### src/rtl/conv3x3_stream.sv
// rtl/conv3x3_stream.sv - streaming 3x3 convolution with line buffers and one shared 9-tap MAC
module conv3x3_stream #(
  parameter int IMG_W    = 12,
  parameter int IMG_H    = 12,
  parameter int PIX_W    = 2,
  parameter int COEF_W   = 2,
  parameter int OUT_W    = 2,
  parameter int SATURATE = 1
) (
  input  logic                  clk,
  input  logic                  rst,
  input  logic [9*COEF_W-1:0]   filter,
  input  logic                  in_valid,
  output logic                  in_ready,
  input  logic [PIX_W-1:0]      in_data,
  output logic                  out_valid,
  input  logic                  out_ready,
  output logic [OUT_W-1:0]      out_data,
  output logic                  out_last
);

  localparam int CW    = $clog2(IMG_W);
  localparam int RW    = $clog2(IMG_H);
  localparam int SUM_W = PIX_W + COEF_W + 4;
  localparam int EXT_W = ((SUM_W > OUT_W) ? SUM_W : OUT_W) + 1;
  localparam logic [EXT_W-1:0] MAX_EXT = {{(EXT_W-OUT_W){1'b0}}, {OUT_W{1'b1}}};

  logic [RW-1:0]          row_q, row_d;
  logic [CW-1:0]          col_q, col_d;
  logic [9*COEF_W-1:0]    filt_q, filt_d;
  logic [PIX_W-1:0]       lb0_q [IMG_W];
  logic [PIX_W-1:0]       lb0_d [IMG_W];
  logic [PIX_W-1:0]       lb1_q [IMG_W];
  logic [PIX_W-1:0]       lb1_d [IMG_W];
  logic [PIX_W-1:0]       win_q [3][3];
  logic [PIX_W-1:0]       win_d [3][3];
  logic                   s1_valid_q, s1_valid_d;
  logic                   s1_last_q, s1_last_d;
  logic                   s2_valid_q, s2_valid_d;
  logic                   s2_last_q, s2_last_d;
  logic [OUT_W-1:0]       s2_data_q, s2_data_d;

  logic                   s2_load;
  logic                   accept;
  logic                   last_col;
  logic                   last_row;
  logic                   produce;
  logic [SUM_W-1:0]       sum;
  logic [EXT_W-1:0]       sum_ext;
  logic [OUT_W-1:0]       result;

  assign s2_load   = !s2_valid_q || out_ready;
  assign in_ready  = !s1_valid_q || s2_load;
  assign accept    = in_valid && in_ready;
  assign last_col  = (col_q == CW'(IMG_W - 1));
  assign last_row  = (row_q == RW'(IMG_H - 1));
  assign produce   = (row_q >= RW'(2)) && (col_q >= CW'(2));
  assign out_valid = s2_valid_q;
  assign out_data  = s2_data_q;
  assign out_last  = s2_last_q;

  always_comb begin
    row_d  = row_q;
    col_d  = col_q;
    filt_d = filt_q;
    if (accept) begin
      if (last_col) begin
        col_d = '0;
        row_d = last_row ? '0 : row_q + RW'(1);
      end else begin
        col_d = col_q + CW'(1);
      end
      if (row_q == '0 && col_q == '0) begin
        filt_d = filter;
      end
    end
  end

  // Line buffers are read before write: the old entry at this column is the pixel one row up.
  always_comb begin
    lb0_d = lb0_q;
    lb1_d = lb1_q;
    win_d = win_q;
    if (accept) begin
      lb0_d[col_q] = in_data;
      lb1_d[col_q] = lb0_q[col_q];
      for (int i = 0; i < 3; i++) begin
        win_d[i][0] = win_q[i][1];
        win_d[i][1] = win_q[i][2];
      end
      win_d[0][2] = lb1_q[col_q];
      win_d[1][2] = lb0_q[col_q];
      win_d[2][2] = in_data;
    end
  end

  always_comb begin
    sum = '0;
    for (int i = 0; i < 3; i++) begin
      for (int j = 0; j < 3; j++) begin
        sum = sum + SUM_W'(win_q[i][j]) * SUM_W'(filt_q[COEF_W*(3*i+j) +: COEF_W]);
      end
    end
    sum_ext = EXT_W'(sum);
    result  = sum_ext[OUT_W-1:0];
    if (SATURATE != 0 && sum_ext > MAX_EXT) begin
      result = MAX_EXT[OUT_W-1:0];
    end
  end

  // S1 is the window itself; it may only shift once its pending result has moved to S2.
  always_comb begin
    s1_valid_d = s1_valid_q;
    s1_last_d  = s1_last_q;
    s2_valid_d = s2_valid_q;
    s2_last_d  = s2_last_q;
    s2_data_d  = s2_data_q;
    if (accept) begin
      s1_valid_d = produce;
      s1_last_d  = last_row && last_col;
    end else if (s2_load) begin
      s1_valid_d = 1'b0;
      s1_last_d  = 1'b0;
    end
    if (s2_load) begin
      s2_valid_d = s1_valid_q;
      s2_last_d  = s1_valid_q && s1_last_q;
      if (s1_valid_q) begin
        s2_data_d = result;
      end
    end
  end

  always_ff @(posedge clk) begin
    if (rst) begin
      row_q      <= '0;
      col_q      <= '0;
      filt_q     <= '0;
      s1_valid_q <= 1'b0;
      s1_last_q  <= 1'b0;
      s2_valid_q <= 1'b0;
      s2_last_q  <= 1'b0;
      s2_data_q  <= '0;
    end else begin
      row_q      <= row_d;
      col_q      <= col_d;
      filt_q     <= filt_d;
      s1_valid_q <= s1_valid_d;
      s1_last_q  <= s1_last_d;
      s2_valid_q <= s2_valid_d;
      s2_last_q  <= s2_last_d;
      s2_data_q  <= s2_data_d;
    end
  end

  always_ff @(posedge clk) begin
    lb0_q <= lb0_d;
    lb1_q <= lb1_d;
    win_q <= win_d;
  end

endmodule

### config.mk
export PLATFORM = sky130hd
export DESIGN_NAME = conv3x3_stream
export DESIGN_NICKNAME = d
export VERILOG_FILES = /design/src/rtl/conv3x3_stream.sv
export SDC_FILE = /design/constraint.sdc
export NUM_CORES = 1
export LEC_CHECK = 0
export CAP_MARGIN = 0
export CORE_UTILIZATION = 60
export CTS_CLUSTER_SIZE = 10
export DETAILED_ROUTE_END_ITERATION = 16
export PLACE_DENSITY = 0.8
export SLEW_MARGIN = 20
export SYNTH_ARGS = -nofsm -noshare
export SYNTH_HDL_FRONTEND = slang
export SYNTH_SLANG_ARGS = --single-unit
export TNS_END_PERCENT = 10
### constraint.sdc
create_clock -name clk -period 7.3 [get_ports clk]
set_input_delay 1.46 -clock clk [delete_from_list [all_inputs] [get_ports clk]]
set_output_delay 1.46 -clock clk [all_outputs]
set_load 0.005 [all_outputs]
==> metrics.md, run 1 <==
| Metric | Value |
|---|---|
| Crit path cell chain | and2_1, ha_1, inv_1, fa_1, inv_1, fa_1, fa_1, fa_1, fa_1, fa_1, nor4_1, nand4b_1, o221a_2 |
| Synth Area in XOR/XNOR | 0% |
| Worst slew margin | between 30% and 40% |
| Initial antenna violation count | 0 |
| DRT iter0 DRCs | between 100 and 150 |
| Die height | 93.5 um |
| Ant diodes | 0 |
| GRT Total Usage | 23.9% |
| Post-layout util | slightly below 70% |
| Slew Viols, Final | 0 |
| Mux cell area share after synthesis | 6.15% |
| Setup Crit Path Kind | reg2reg |
| RSZ-0062 raised after global routing | no |
| Post-synth ARST share | 0% |
| DRC viols | 0 |
| Critical Path Sink Type | flip-flop |
| Synthesized Nets | 481 |
| # IOs | 29 |
| WP data required | 7.56 ns |
| Slowest stage delay, CP | 0.53 ns |
| Met1 Usage GRT | 29.9% |
| Post-Route WL | a little over 9 mm |
| Worst Hold Depth | 0 |
| Hold_buf cts | 0 |
| Syn. warnings | 0 |
| Die ar. | a little under 0.009 mm^2 |
| Main combinational cell family by area after synthesis | adder cells |
| Vias/cell | 5.54 |
| Grt total ovfl | 0 |
| Reg2reg start | win_q[13] |
| Place WS | 2.45 ns |
| Mapped Cells | 401 |
| Pwr Density | 205 mW/mm^2 |
| Number of flops mapped to enable cells by yosys | 66 |
| Met3 usage in global routing | 4.72% |
| Avg Cell Area, Syn | 12.5 um^2 |
| Buffers on Ports | 28 |
| Busiest grt layer | met2 |
| Reg2Reg Depth | 13 |
| Clk_lat worst skew | 0.36 ns |
| Mapped cell area | around 0.005 mm^2 |
| Largest fanout on the critical path | 3 |
| Post-layout min period | 4.84 ns |
| CP max-delay cell | fa_1 |
| Register area share after synthesis | 52.2% |
| Crit path DAT | about 5.1 ns |
| Postcts setup bufs | 0 |
| Clk slew on worst S/H paths | 0.10 ns |
| PostCTS Resize Cnt | 0 |
| Fillers | 596 |
| Global-route wire length before repair | roughly 15 mm |
| Fin crit share | 66.4% |
| Num CTS Buffers | 9 |
| Cell mode on critical path | fa_1 |
| Row count | 33 |
| Slew @ Worst Pin | slightly below 1 ns |
| Synth Flop Type | edfxtp_1 |
| Crit path from | win_q[13] |
| Met2 usage | 41.7% |
| Layout Skew | slightly above 0.008 ns |
| Die Wd | about 94 um |
| Post-detail-place hpwl | 6.65 mm |
| WL/cell | 16.9 um |
| Number of global-route vias before repair | 3191 |
| Final nets | around 510 |
| Buf/Inv on CP | 2 |
| GPL Wtd Cong | 0.815 |
| Layout area overhead | 10.2% |
| Final Setup Violations | 0 |
| Initial Util | 61.5% |
| Crit-path leading delay family | adder cells |
| Pre-antenna DRT Iters | 4 |
| Core ar. | 0.00818 mm^2 |
| Largest net degree at the start of global routing | 37 |
| Setup Total Neg Slack | 0 ns |
| TritonCTS clock tree | done |
| Fmax | ~0.21 GHz |
| Hold WC Path Type | reg2reg |
| Final antenna-violating net count | 0 |
| HP Start | win_q[1] |
| Setup WS post-layout | 2.46 ns |
| Hold_ws | 0.479 ns |
| Simple logic cell fraction of the synthesized area | between 10% and 20% |
| CTS H-tree depth | 3 |
| Crit path depth | 13 |
| Startpoint Class | flip-flop |
| Clock sinks | between 90 and 100 |
| Register bit total from synthesis | just under 100 |
| Routed vias | between 2000 and 3000 |
| Compound-Gate Fraction of Synth Area | 5.13% |
| Synthesized-area fraction occupied by adder cells | 18.0% |
| Bufs on Longest Clock Path | 2 |
| Status | complete, no violations |
| Post-synth cell types | between 40 and 50 |
| Root Buffer | clkbuf_8 |
| Fin. Hold Viols | 0 |
| Total power | about 1.1 mW |
| Share of cells above drive strength 1 | 9.01% |
| Leak pwr | 2.24 nW |
| Max IR drop VDD | 0.175 mV |
| Maximum Capacitance Violations | 0 |
==> placed cells by master, fill, tap and decap left out, drive strengths merged, types with 2 or more instances in the layout <==
master         Yosys  final
clkbuf             4      9
ha                29     29
nand2             73     73
inv               46     52
o221a              2      2
mux2i              2      2
fa                27     27
a21oi             25     25
and3              12     12
nand3              6      6
edfxtp            66     66
mux4              12     12
clkdlybuf4s50      0     28
and2              19     19
a22oi              4      4
nand4              2      2
nor2              11     11
a31oi              2      2
dfxtp             32     32
nor2b              4      4
==> through the flow <==
stage,area (um^2),cells
2_1_floorplan,5030,401
3_3_place_gp,5350,522
3_5_place_dp,5350,522
4_1_cts,5540,538
5_1_grt,5540,538
6_report,5540,538
==> synth_stat cells (all sizes together), types with 6 or more instances <==
cell,n,area [um^2]
nand2,73,274
edfxtp,66,1980
inv,46,173
dfxtp,32,641
ha,29,363
fa,27,541
a21oi,25,155
and2,19,119
and3,12,75.1
mux4,12,289
nor2,11,41.3
buf,9,82.6
nand3,6,35.0
==> final cells by class <==
type                       count  area, um^2  share of cell area [%]
sequential                    98        2620                    47.3
multi-input combinational    244        2130                    38.5
timing repair buffer          29         288                    5.20
inverter                      46         173                    3.12
tap                          105         131                    2.37
clock buffer                   9         124                    2.24
clock inverter                 7        66.3                    1.20
==> layer usage <==
metal  up-vias  routed length (um)
li1       1433                   -
met1      1482                3780
met2        52                4840
met3        15                 323
met4         0                 140
met5         -                   0
==> logic make-up (layout without fill, tap and decap cells) <==
logic type	count (synthesis)	count (layout)
simple gates	136	136
fa+ha+maj	56	56
compound gates	38	38
flops	98	98
buf+inv	59	91
mux	14	14
==> state kept, by name, summed over array words and instances (netlist names), 2 cells and up <==
name,count
col_q,4
filt_q,18
lb0_q,24
lb1_q,24
out_data,2
row_q,4
win_q,18
==> worst paths after layout <==
kind	end	slack (ns)
setup / recovery	out_data[1]	2.46
hold / removal	win_q[3]	0.48
hold reg to reg	win_q[3]	0.48
setup reg to reg	out_data[1]	2.46
==> where the power goes <==
group / internal, mW / switching (mW)
logic: 0.0694 / 0.0867
clock network: 0.134 / 0.211
registers: 0.616 / 0.0163
total: 0.820 / 0.314
==> worst register-to-register path: stages (launching register included) <==
cell and delay [ns]:
edfxtp_1 0.43, and2_1 0.18, ha_1 0.27, inv_1 0.05
fa_1 0.53, inv_1 0.06, fa_1 0.51, fa_1 0.53
fa_1 0.46, fa_1 0.53, fa_1 0.50, nor4_1 0.28
nand4b_1 0.16, o221a_2 0.27
(Power assumes the default switching activity.)
==> inputs of run 2 (changes only) <==
- clock period: 7.3 -> 4.75 ns (I/O delays scaled with it)
==> run 2 against run 1 <==
  * Via count increased by 2.0%
  * Critical path depth unchanged
  * First-iteration DRC count increased by 13%
  * Combinational power increased by 82%
  * Critical path type unchanged
  * Highest routed layer unchanged
==> metrics.md, run 2 (same netlist as run 1, synthesis figures left out) <==
| Metric | Value |
|---|---|
| Die ar. | 0.00875 mm^2 (unchanged) |
| Max IR drop VDD | 0.202 mV (+15%) |
| GPL Wtd Cong | 0.801 (-1.8%) |
| Met3 usage in global routing | 4.55% (-0.16 points) |
| Buffers on Ports | 28 (unchanged) |
| Fillers | 574 (-3.7%) |
| DRC viols | 0 (unchanged) |
| Row count | 33 (unchanged) |
| Maximum Capacitance Violations | 0 (unchanged) |
| Root Buffer | clkbuf_8 |
| Routed vias | 3042 (+2.0%) |
| RSZ-0062 raised after global routing | yes |
| Clk pwr share | 30.2% (-0.3 points) |
| WP data required | 5.01 ns (-2.55 ns) |
| Startpoint Class | flip-flop |
| Sw Pwr | 0.501 mW (+59%) |
| # IOs | 29 (unchanged) |
| Hold WC Path Type | reg2reg |
| Layout Skew | 0.0139 ns (+0.00584 ns) |
| Number of global-route vias before repair | 3103 (-2.8%) |
| Largest fanout on the critical path | 3 (unchanged) |
| Critical Path Sink Type | flip-flop |
| WL/cell | 17.2 um (+1.7%) |
| DRT iter0 DRCs | 137 (+13%) |
| Vias/cell | 5.56 (+0.33%) |
| Initial Util | 61.5% (unchanged) |
| Post-detail-place hpwl | 6.80 mm (+2.2%) |
| Place WS | -0.125 ns (-2.57 ns) |
| Largest net degree at the start of global routing | 37 (unchanged) |
| Largest regs | lb0_q x24, lb1_q x24 |
| Hold_ws | 0.474 ns (-0.00485 ns) |
| Final antenna-violating net count | 0 (unchanged) |
| Bufs on Longest Clock Path | 2 (unchanged) |
| Sequential share of power | 54.0% (-1.8 points) |
| Post-Route WL | 9.39 mm (+3.4%) |
| Sw frac | 27.9% (+0.22 points) |
| Status | complete, no violations |
| Busiest grt layer | met2 |
| Initial antenna violation count | 0 (unchanged) |
| Post-layout min period | 4.68 ns (-0.169 ns) |
| GRT Total Usage | 22.9% (-0.94 points) |
| Crit path DAT | 4.94 ns (-0.17 ns) |
| Ant diodes | 0 (unchanged) |
| Hold_buf cts | 0 (unchanged) |
| Comb power frac | 15.8% (+2.0 points) |
| Core ar. | 0.00818 mm^2 (unchanged) |
| Pre-antenna DRT Iters | 4 (unchanged) |
| Slew Viols, Final | 0 (unchanged) |
| Leak pwr | 2.28 nW (+1.8%) |
| Fin. Hold Viols | 0 (unchanged) |
| Setup WS post-layout | 0.0738 ns (-2.38 ns) |
| CTS H-tree depth | 3 (unchanged) |
| Clock sinks | 98 (unchanged) |
| Final nets | 517 (+1.8%) |
| Setup Crit Path Kind | reg2reg |
| Share of cells above drive strength 1 | 17.4% (+8.4 points) |
| Slew @ Worst Pin | 0.782 ns (-0.200 ns) |
| Global-route wire length before repair | 14.7 mm (-3.1%) |
| Fin crit share | 98.4% (+32 points) |
| TritonCTS clock tree | done |
| Commonest non-fill, non-tap cell in the layout | nand2_1 |
| Layout area overhead | 13.8% |
| Pwr Density | 314 mW/mm^2 (+53%) |
| Die height | 93.5 um (unchanged) |
| Final Setup Violations | 0 (unchanged) |
| Clk_lat worst skew | 0.37 ns (about the same) |
| Met2 usage | 40.0% (-1.7 points) |
| Met1 Usage GRT | 28.1% (-1.8 points) |
| Num CTS Buffers | 9 (unchanged) |
| Clk slew on worst S/H paths | 0.10 ns (about the same) |
| Fmax | 0.214 GHz (+3.6%) |
| Die Wd | 93.5 um (unchanged) |
| Commonest cells after routing, fill and taps aside | nand2_1, edfxtp_1, inv_1 |
| P_int | 1.29 mW (+58%) |
| Grt total ovfl | 0 (unchanged) |
| Worst slew margin | 47.8% (+13 points) |
[run 2: cell type report]
class | instances | area, um^2 | share of cell area, %
clock buffer | 9 | 124 | 2.16
clock inverter | 7 | 78.8 | 1.38
inverter | 46 | 173 | 3.02
multi-input combinational | 244 | 2230 | 39.0
sequential | 98 | 2630 | 45.9
tap | 105 | 131 | 2.30
timing repair buffer | 38 | 355 | 6.21
[run 2: critical path, stage by stage, from the launching register on]
cell,delay (ns)
edfxtp_1,0.41
nand2_2,0.09
fa_2,0.41
inv_2,0.07
fa_1,0.45
fa_1,0.59
fa_2,0.46
fa_2,0.57
ha_4,0.20
ha_4,0.16
fa_1,0.50
nor4_2,0.28
nand4b_1,0.15
o221a_2,0.25
[run 2: power by group through the flow]
stage          Clock [mW]  Sequential (mW)  Combinational (mW)
4_1_cts             0.548            0.967               0.254
3_3_place_gp            0            0.984               0.239
3_5_place_dp            0            0.987               0.251
6_report            0.542            0.969               0.284
5_1_grt             0.582            0.973               0.317
2_1_floorplan           0            0.977               0.179
[run 2: timing repair]
item / in CTS / in global routing
pin swaps: 3 / 25
setup endpoints to repair: 2 / 2
hold endpoints to repair: 0 / 0
setup buffers: 0 / 5
gates resized for setup: 2 / 28
[run 2: layer usage]
| layer | share of wire, % | up-vias |
|---|---|---|
| met2 | 53 | 63 |
| met1 | 41 | 1504 |
| met3 | 3.8 | 25 |
| met5 | 0 | - |
| met4 | 2.5 | 0 |
| li1 | - | 1450 |
[run 2: final timing paths]
| check | startpoint | to | slack, ns | depth (start not counted) |
|---|---|---|---|---|
| setup / recovery | win_q[6] | out_data[0] | 0.07 | 13 |
| hold / removal | filt_q[16] | filt_q[16] | 0.47 | 2 |
| setup reg to reg | win_q[6] | out_data[0] | 0.07 | 13 |
| hold reg to reg | filt_q[16] | filt_q[16] | 0.47 | 2 |
[run 2: through the flow]
| stage | setup TNS [ns] | std cells | power [mW] | utilization, % | instance area [um^2] |
|---|---|---|---|---|---|
| 6_report | 0 | 547 | 1.79 | 70.0 | 5720 |
| 5_1_grt | -0.238 | 547 | 1.87 | 70.0 | 5720 |
| 4_1_cts | 0 | 542 | 1.77 | 68.3 | 5590 |
| 3_5_place_dp | -0.243 | 526 | 1.24 | 65.8 | 5380 |
| 3_3_place_gp | 0 | 526 | 1.22 | 65.8 | 5380 |
| 2_1_floorplan | 0 | 401 | 1.16 | - | 5030 |
